--- config.mk ---
export PLATFORM = sky130hd
export DESIGN_NAME = tl_uh_mem_arbiter
export DESIGN_NICKNAME = d
export VERILOG_FILES = /design/src/rtl/tl_uh_mem_arbiter.sv
export SDC_FILE = /design/constraint.sdc
export NUM_CORES = 1
export LEC_CHECK = 0
export ABC_AREA = 1
export ABC_CLOCK_PERIOD_IN_PS = 2020
export BUFFER_PORTS_ARGS = -buffer_cell sky130_fd_sc_hd__buf_2
export CAP_MARGIN = 20
export CORE_AREA = 2 2 245 247
export DETAILED_ROUTE_END_ITERATION = 10
export DIE_AREA = 0 0 247 249
export GPL_ROUTABILITY_DRIVEN = 0
export PLACE_DENSITY_LB_ADDON = 0.15
export SKIP_LAST_GASP = 1
export SLEW_MARGIN = 25
export SYNTH_ARGS = -nofsm -noshare
export SYNTH_HDL_FRONTEND = slang
export SYNTH_SLANG_ARGS = --single-unit
--- constraint.sdc ---
create_clock -name clk_i -period 2.02 [get_ports clk_i]
set_clock_uncertainty 0.15 [all_clocks]
set_input_delay 0.202 -clock clk_i [delete_from_list [all_inputs] [get_ports clk_i]]
set_output_delay 0.202 -clock clk_i [all_outputs]
set_load 0.01 [all_outputs]
--- src/rtl/tl_uh_mem_arbiter.sv ---
// Round-robin arbiter sharing one TL-UH memory port (A/D channels) between N uncached masters.
// Multi-beat Put bursts and stalled first beats keep the selection locked; D responses route on the source tag.
module tl_uh_mem_arbiter #(
    parameter int  N        = 2,
    parameter int  ADDR_W   = 64,
    parameter int  DATA_W   = 64,
    parameter int  SOURCE_W = 4,
    localparam int IDX_W    = $clog2(N)
) (
    input  logic                      clk_i,
    input  logic                      rst_ni,

    input  logic [N-1:0]              m_a_valid_i,
    output logic [N-1:0]              m_a_ready_o,
    input  logic [3*N-1:0]            m_a_opcode_i,
    input  logic [3*N-1:0]            m_a_param_i,
    input  logic [3*N-1:0]            m_a_size_i,
    input  logic [N*SOURCE_W-1:0]     m_a_source_i,
    input  logic [N*ADDR_W-1:0]       m_a_address_i,
    input  logic [8*N-1:0]            m_a_mask_i,
    input  logic [N*DATA_W-1:0]       m_a_data_i,

    output logic [N-1:0]              m_d_valid_o,
    input  logic [N-1:0]              m_d_ready_i,
    output logic [2:0]                m_d_opcode_o,
    output logic [1:0]                m_d_param_o,
    output logic [2:0]                m_d_size_o,
    output logic [SOURCE_W-1:0]       m_d_source_o,
    output logic [1:0]                m_d_sink_o,
    output logic                      m_d_denied_o,
    output logic                      m_d_corrupt_o,
    output logic [DATA_W-1:0]         m_d_data_o,

    output logic                      mem_a_valid_o,
    input  logic                      mem_a_ready_i,
    output logic [2:0]                mem_a_opcode_o,
    output logic [2:0]                mem_a_param_o,
    output logic [2:0]                mem_a_size_o,
    output logic [SOURCE_W+IDX_W-1:0] mem_a_source_o,
    output logic [ADDR_W-1:0]         mem_a_address_o,
    output logic [7:0]                mem_a_mask_o,
    output logic [DATA_W-1:0]         mem_a_data_o,

    input  logic                      mem_d_valid_i,
    output logic                      mem_d_ready_o,
    input  logic [2:0]                mem_d_opcode_i,
    input  logic [1:0]                mem_d_param_i,
    input  logic [2:0]                mem_d_size_i,
    input  logic [SOURCE_W+IDX_W-1:0] mem_d_source_i,
    input  logic [1:0]                mem_d_sink_i,
    input  logic                      mem_d_denied_i,
    input  logic                      mem_d_corrupt_i,
    input  logic [DATA_W-1:0]         mem_d_data_i
);

    // state | meaning
    // IDLE  | round-robin selection from rr_ptr, no message in flight
    // HOLD  | first beat presented but stalled; selection frozen on grant_q
    // BURST | multi-beat Put in progress; selection locked on grant_q
    typedef enum logic [1:0] {IDLE, HOLD, BURST} state_t;

    localparam logic [2:0] OP_PUT_FULL    = 3'd0;
    localparam logic [2:0] OP_PUT_PARTIAL = 3'd1;

    state_t           state;
    logic [IDX_W-1:0] rr_ptr;
    logic [IDX_W-1:0] grant_q;
    logic [2:0]       beat_cnt;

    logic [IDX_W-1:0] rr_sel;
    logic [IDX_W-1:0] cand;
    logic             found;
    logic [IDX_W-1:0] sel;
    logic [2:0]       sel_opcode;
    logic [2:0]       sel_size;
    logic             a_fire;
    logic             is_burst;
    logic [3:0]       burst_beats;
    logic [IDX_W-1:0] d_idx;

    always_comb begin
        rr_sel = rr_ptr;
        cand   = rr_ptr;
        found  = 1'b0;
        for (int k = 0; k < N; k++) begin
            cand = rr_ptr + IDX_W'(k);
            if (!found && m_a_valid_i[cand]) begin
                rr_sel = cand;
                found  = 1'b1;
            end
        end
    end

    assign sel        = (state == IDLE) ? rr_sel : grant_q;
    assign sel_opcode = m_a_opcode_i[3*int'(sel) +: 3];
    assign sel_size   = m_a_size_i[3*int'(sel) +: 3];

    assign mem_a_valid_o   = m_a_valid_i[sel];
    assign mem_a_opcode_o  = sel_opcode;
    assign mem_a_param_o   = m_a_param_i[3*int'(sel) +: 3];
    assign mem_a_size_o    = sel_size;
    assign mem_a_source_o  = {sel, m_a_source_i[SOURCE_W*int'(sel) +: SOURCE_W]};
    assign mem_a_address_o = m_a_address_i[ADDR_W*int'(sel) +: ADDR_W];
    assign mem_a_mask_o    = m_a_mask_i[8*int'(sel) +: 8];
    assign mem_a_data_o    = m_a_data_i[DATA_W*int'(sel) +: DATA_W];

    always_comb begin
        m_a_ready_o      = '0;
        m_a_ready_o[sel] = mem_a_ready_i & mem_a_valid_o;
    end

    assign a_fire      = mem_a_valid_o & mem_a_ready_i;
    assign is_burst    = ((sel_opcode == OP_PUT_FULL) || (sel_opcode == OP_PUT_PARTIAL)) &&
                         (sel_size > 3'd3);
    // 8-byte beats: a burst of 2^size bytes carries 2^(size-3) beats
    assign burst_beats = 4'd1 << (sel_size - 3'd3);

    always_ff @(posedge clk_i or negedge rst_ni) begin
        if (!rst_ni) begin
            state    <= IDLE;
            rr_ptr   <= '0;
            grant_q  <= '0;
            beat_cnt <= '0;
        end else begin
            case (state)
                IDLE, HOLD: begin
                    if (a_fire) begin
                        if (is_burst) begin
                            state    <= BURST;
                            grant_q  <= sel;
                            beat_cnt <= 3'(burst_beats - 4'd1);
                        end else begin
                            state  <= IDLE;
                            rr_ptr <= sel + IDX_W'(1);
                        end
                    end else if (mem_a_valid_o) begin
                        state   <= HOLD;
                        grant_q <= sel;
                    end
                end
                BURST: begin
                    if (a_fire) begin
                        beat_cnt <= beat_cnt - 3'd1;
                        if (beat_cnt == 3'd1) begin
                            state  <= IDLE;
                            rr_ptr <= grant_q + IDX_W'(1);
                        end
                    end
                end
                default: state <= IDLE;
            endcase
        end
    end

    // D path needs no state: the upper source bits name the requesting master
    assign d_idx = mem_d_source_i[SOURCE_W +: IDX_W];

    always_comb begin
        m_d_valid_o        = '0;
        m_d_valid_o[d_idx] = mem_d_valid_i;
    end

    assign mem_d_ready_o = m_d_ready_i[d_idx];
    assign m_d_opcode_o  = mem_d_opcode_i;
    assign m_d_param_o   = mem_d_param_i;
    assign m_d_size_o    = mem_d_size_i;
    assign m_d_source_o  = mem_d_source_i[SOURCE_W-1:0];
    assign m_d_sink_o    = mem_d_sink_i;
    assign m_d_denied_o  = mem_d_denied_i;
    assign m_d_corrupt_o = mem_d_corrupt_i;
    assign m_d_data_o    = mem_d_data_i;

endmodule
# --- Word level (Yosys, flattened, before mapping) ---
# Index checks and enable logic that the tools add are counted.
totals:
  output_inout_bits: 236
  word_cells: 88
  in_bits: 387
  reg_bits: 7
classes:
  magnitude_cmp: 7
  n_shift: 8
  reduce_logical: 15
  muxes: 33
  add_sub_neg: 6
  eq_ne: 11
  n_bitwise: 3
  mul: 1
ops:
  columns: ["operator", "count"]
  rows:
  - ["128-bit by 8-bit indexed part select with 64-bit output", 2]
  - ["6-bit by 32-bit indexed part select with 3-bit output", 2]
  - ["1-bit two-way mux", 20]
  - ["16-bit by 5-bit indexed part select with 8-bit output", 1]
  - ["2-bit two-way mux", 5]
  - ["2-bit inequality test, second input constant", 5]
  - ["3-bit two-way mux", 3]
  - ["1-bit by 2-bit < comparator with 1-bit output, second input constant", 4]
  - ["8-bit by 4-bit indexed part select with 4-bit output", 1]
  - ["3-bit by 1-bit == test with 1-bit output, second input constant", 2]
  - ["3-bit one-hot mux with 2 select lines", 1]
  - ["3-bit AND reduction", 2]
  - ["6-bit by 4-bit indexed part select with 3-bit output", 1]
  - ["3-bit by 1-bit subtractor with 3-bit output, second input constant", 2]
  - ["5-bit AND reduction", 1]
  - ["2-bit bitwise AND", 2]
  - ["1-bit logical AND", 4]
  - ["2-bit one-hot mux with 2 select lines", 1]
  - ["4-bit AND reduction", 1]
  - ["2-bit nonzero test", 2]
  - ["1-bit adder, second input constant", 3]
  - ["3-bit by 2-bit > comparator with 1-bit output, second input constant", 1]
  - ["3-bit logical NOT", 1]
  - ["2-bit by 1-bit multiplier with 3-bit output, first input constant", 1]
  - ["other kinds (14)", 16]

# --- Longest topological paths before layout ---
logic_depth:
  word_depth: 15
  depth_mapped: 17

# --- Worst setup path before layout ---
# OpenSTA, ideal clock, no wires.
synth_path:
  path_kind: "register to register"
  start: "reg state[1]"
  end: "reg beat_cnt[2]"
  setup_ns: 0.117
  stages_incl_launch_ff: 17
  t_required_ns: 1.753
  period_less_slack_ns: 1.916
  arrival_ns: 1.649
  path_slack_ns: 0.104
  cell_sequence: "dfrtp_1 > inv_2 > nand2_2 > nor2_1 > nand2_2 > nand2_4 > buf_6 > nand2_1 > nand2_2 > nand3_2 > ha_1 > inv_1 > nand2_1 > nand3_1 > nand2_1 > nand2_1 > nand2_1"
synth_via:
  elab_chain_len: 10
synth_rtl:
  columns: ["element", "line", "text"]
  rows:
  - ["start: declaration", "65", "state_t state;"]
  - ["start signal: assignment", "120", "state <= IDLE;"]
  - ["start signal: assignment", "129", "state <= BURST;"]
  - ["start signal: assignment", "133", "state <= IDLE;"]
  - ["2-bit logical NOT *", "94", "assign sel = (state == IDLE) ? rr_sel : grant_q;"]
  - ["1-bit two-way mux *", "94", null]
  - ["2-bit by 1-bit multiplier with 3-bit output *", "96", "assign sel_size = m_a_size_i[3*int'(sel) +: 3];"]
  - ["6-bit by 32-bit indexed part select with 3-bit output *", "96", null]
  - ["net mem_a_size_o[0]", "38", "output logic [2:0] mem_a_size_o,"]
  - ["3-bit by 2-bit subtractor with 3-bit output", "116", "assign burst_beats = 4'd1 << (sel_size - 3'd3);"]
  - ["1-bit by 3-bit << shifter with 3-bit output", "116", null]
  - ["3-bit by 1-bit subtractor with 3-bit output", "131", "beat_cnt <= 3'(burst_beats - 4'd1);"]
  - ["3-bit two-way mux", "128", "if (is_burst) begin"]
  - ["3-bit two-way mux", "127", "if (a_fire) begin"]
  - ["3-bit one-hot mux with 2 select lines", "125", "case (state)"]
  - ["end signal: assignment", "131", null]
  - ["end signal: assignment", "143", "beat_cnt <= beat_cnt - 3'd1;"]
  - ["end: declaration", "68", "logic [2:0] beat_cnt;"]
# The timed path passes the listed nets; every way through them passes the cells marked *. The select of a mux whose other input is x is not followed.
# A chain may end at the register's enable or synchronous reset.

# --- Worst setup path in the final report ---
layout_path:
  start: "reg rr_ptr"
  end: "out m_a_ready_o[1]"
layout_via:
  elab_chain_len: 12
layout_rtl:
  columns: ["element", "line", "text"]
  rows:
  - ["start: declaration", "66", "logic [IDX_W-1:0] rr_ptr;"]
  - ["start signal: assignment", "134", "rr_ptr <= sel + IDX_W'(1);"]
  - ["start signal: assignment", "146", "rr_ptr <= grant_q + IDX_W'(1);"]
  - ["1-bit two-way mux (not written as such) (2 in a row)", "87", "if (!found && m_a_valid_i[cand]) begin"]
  - ["1-bit two-way mux", "87", null]
  - ["1-bit logical NOT", "87", null]
  - ["1-bit logical AND", "87", null]
  - ["1-bit two-way mux *", "87", null]
  - ["1-bit two-way mux *", "94", null]
  - ["1-bit by 2-bit < comparator with 1-bit output (not written as such) or 1-bit >= comparator (tied branches)", "109", "m_a_ready_o[sel] = mem_a_ready_i & mem_a_valid_o;"]
  - ["1-bit logical AND (not written as such)", "109", null]
  - ["1-bit two-way mux (not written as such)", "109", null]
  - ["1-bit demux with 1-bit select", "109", null]
  - ["2-bit bitwise AND (no line) *", null, null]
  - ["end: declaration", "14", "output logic [N-1:0] m_a_ready_o,"]
# Every way passes the cells marked *; elsewhere a longest branch is shown, timed or not. The select of a mux whose other input is x is not followed.

==> metrics.md <==
| Metric | Value |
|---|---|
| Wire length of the first global-routing pass | 29500 um |
| First drt pass iteration count | 4 |
| Fin nets | 1461 |
| Reg clk slew, reported paths | about 40 ps |
| Maximum number of pins on one net before global-route repair | 24 |
| Share of the yosys chip area belonging to registers | 0.0572 |
| Leakage power summed over all cells | 4.13 nW |
| Failing checks | setup timing |
| Slew at the pin with the worst max-slew slack | 384 ps |
| Count of buffers inserted at the top-level ports | 462 |
| Distinct cell type count after synthesis | 26 |
| Slew HR | 0.743 |
| Grt ovf | 0 |
| Hold Slack | 207 ps |
| Final Slew Violations | 0 |
| Final setup TNS | -4540 ps |
| Die extent in x | about 250 um |
| Maximum clock path buffer count | 2 |
| Hpwl dp | 17700 um |
| Count of maximum capacitance violations | 0 |
| Most frequent cells in the layout | 454 x buf_2, 426 x nand2_1, 30 x nand2_2 |
| Post-Synthesis Cells | ~650 |
| Max VDD drop | ~530 uV |
| Start-to-end type of the worst setup path | reg -> out |
| Drt initial violations | 125 |
| Layout cell share with drive strength beyond 1 | 0.555 |
| Achievable frequency | around 0.47 GHz |
| Synthesized area per cell | between 4 and 5 sq um |
| Sink count of the clock tree | 7 |
| Total power divided by cell area | 1620 nW/um^2 |
| Area grow syn2layout | 126% |
| Total Power Consumption | 0.0112 W |
| Setup violations, final | 125 |
| Critical Path Start Type | register |
| Final instance area | 6920 sq um |
| TritonCTS clock tree | done |
| WP data arrival | 1770 ps |
| Yosys warns | 0 |
| Via total after detailed routing | 5327 |
| CTS buffer count | 3 |
| Cell area after synthesis | 3060 sq um |
| Via density | 2.89 |
| Leading cell type in the layout, fill and taps excluded | buf_2 |
| Count of standard-cell rows | 89 |
| Total wirelength of the detailed-routed design | 22200 um |
| PnR worst setup slack | -97.4 ps |
| Min cycle time layout | 2120 ps |
| Chip height | 249 um |
| Total DRC errors in the routed layout | 0 |
| Number of register bits inferred by synthesis | 7 |
| Via count of the first global-routing pass | around 5200 |
| Clock latency of the later-clocked register in the worst-skew pair | between 200 and 250 ps |
| I/O Pins | 623 |
| CP max FO | 8 |
| Number of antenna violations at the first check in global routing | 0 |
| Number of nets in the synthesized netlist | 1036 |
| Wire length per cell after detailed routing | roughly 12 um |
| Total die area | 61500 sq um |
| Register-to-Register Setup Slack | -20 ps |
| Final core utilization | 0.118 |
| CP endpoint kind | primary output |
| Number of failing hold endpoints at the final stage | 0 |
| Final worst path period share | 1.05 |
| Core area | around 60000 sq um |
| Root buffer cell | clkbuf_16 |
| RSZ-0062 raised after global routing | true |
| Worst Path Required | 1670 ps |
| Outcome | complete, but fails checks |
| All-layer global routing usage | 0.0624 |
| H-tree depth | 1 |
| Instance area at placement | around 6000 sq um |
| Min-Delay Path Class | in -> async |
| Ant diodes | 0 |
| Initial cell density of the core | 0.0522 |
| Post-route ant nets | 0 |
-- kinds of logic (layout without fill, tap and decap cells) --
kind of cell / count (synthesis) / in the layout / share of synthesized area
compound gates: 9 / 9 / 0.0176
fa+ha+maj: 3 / 3 / 0.0123
buf+inv: 132 / 556 / 0.278
flops: 7 / 7 / 0.0572
mux: 1 / 1 / 0.00367
simple gates: 494 / 494 / 0.632
-- synth_stat cells, drive strengths merged --
cell type  instances  area (sq um)
or2                1          6.26
inv               18          67.6
buf              106           753
ha                 3          37.5
nand3b             1          7.51
nor2              11          51.3
mux2               1          11.3
nand2            467          1790
nand3             12          70.1
o21bai             1          7.51
dfrtp              7           175
o31ai              1          7.51
clkbuf             8          30.0
nand4              2          12.5
o21ai              7          38.8
-- layer usage --
metal | wire length, um | part of all wire | up-vias | global-route usage
li1 | - | - | 2700 | -
met5 | 0 | 0 | - | 0
met1 | 7390 | 0.33 | 2261 | 0.0574
met3 | 2030 | 0.091 | 28 | 0.0128
met4 | 555 | 0.025 | 0 | 0.0188
met2 | 12300 | 0.55 | 338 | 0.132
-- per-stage QoR --
step           setup WS, ps  cells
2_1_floorplan           104    646
3_3_place_gp          -92.3   1808
3_5_place_dp          -75.7   1808
4_1_cts                -139   1831
5_1_grt                -193   1843
6_report              -97.4   1843
-- sequential cells by signal, indices dropped and copies added, names as in the netlist --
name / flops
beat_cnt: 3
rr_ptr: 1
grant_q: 1
state: 2
-- power breakdown --
| group | leakage (nW) | internal [W] | switching [W] |
|---|---|---|---|
| combinational | 4.01 | 0.00501 | 0.00559 |
| clock | 0.0382 | 0.000263 | 0.0000805 |
| sequential | 0.0871 | 0.000211 | 0.0000492 |
-- timing repair --
item | CTS | global route
setup endpoints to repair | 143 | 158
endpoints found under the hold margin | 7 | 0
cloned | 6 | 8
setup buffers | 12 | 6
pin swaps | 15 | 14
gates resized for setup | 66 | 38
hold buffers | 1 | 0
-- path summary, 6_finish.rpt --
check / startpoint / depth (start not counted) / endpoint
setup / recovery: rr_ptr$_DFFE_PN0P_ / 10 / m_a_ready_o[1]
hold / removal: rst_ni / 2 / grant_q$_DFFE_PN0P_
setup reg to reg: rr_ptr$_DFFE_PN0P_ / 15 / beat_cnt[2]$_DFFE_PN0P_
hold reg to reg: rr_ptr$_DFFE_PN0P_ / 2 / rr_ptr$_DFFE_PN0P_
max in group asynchronous: rst_ni / 2 / beat_cnt[0]$_DFFE_PN0P_
min in group clk_i: mem_a_ready_i / 4 / state[0]$_DFFE_PN0P_
-- worst max-delay path: stages (launching register included) --
cell and delay [ps]:
dfrtp_1 370, o21bai_4 190, nand2_4 100, nand2_8 110
buf_6 130, nand2_2 60, o21ai_4 70, nor2_4 180
inv_2 80, nor2_1 110, buf_2 130
-- area by class of cell --
cell class,instances,area (sq um)
clock buffers,4,78.8
inverters,18,75.1
flip-flops and latches,7,175
well taps,773,967
fillers,6940,51800
repair buffers,534,3410
multi-input cells,507,2220
Power figures use the tool's default switching activity.
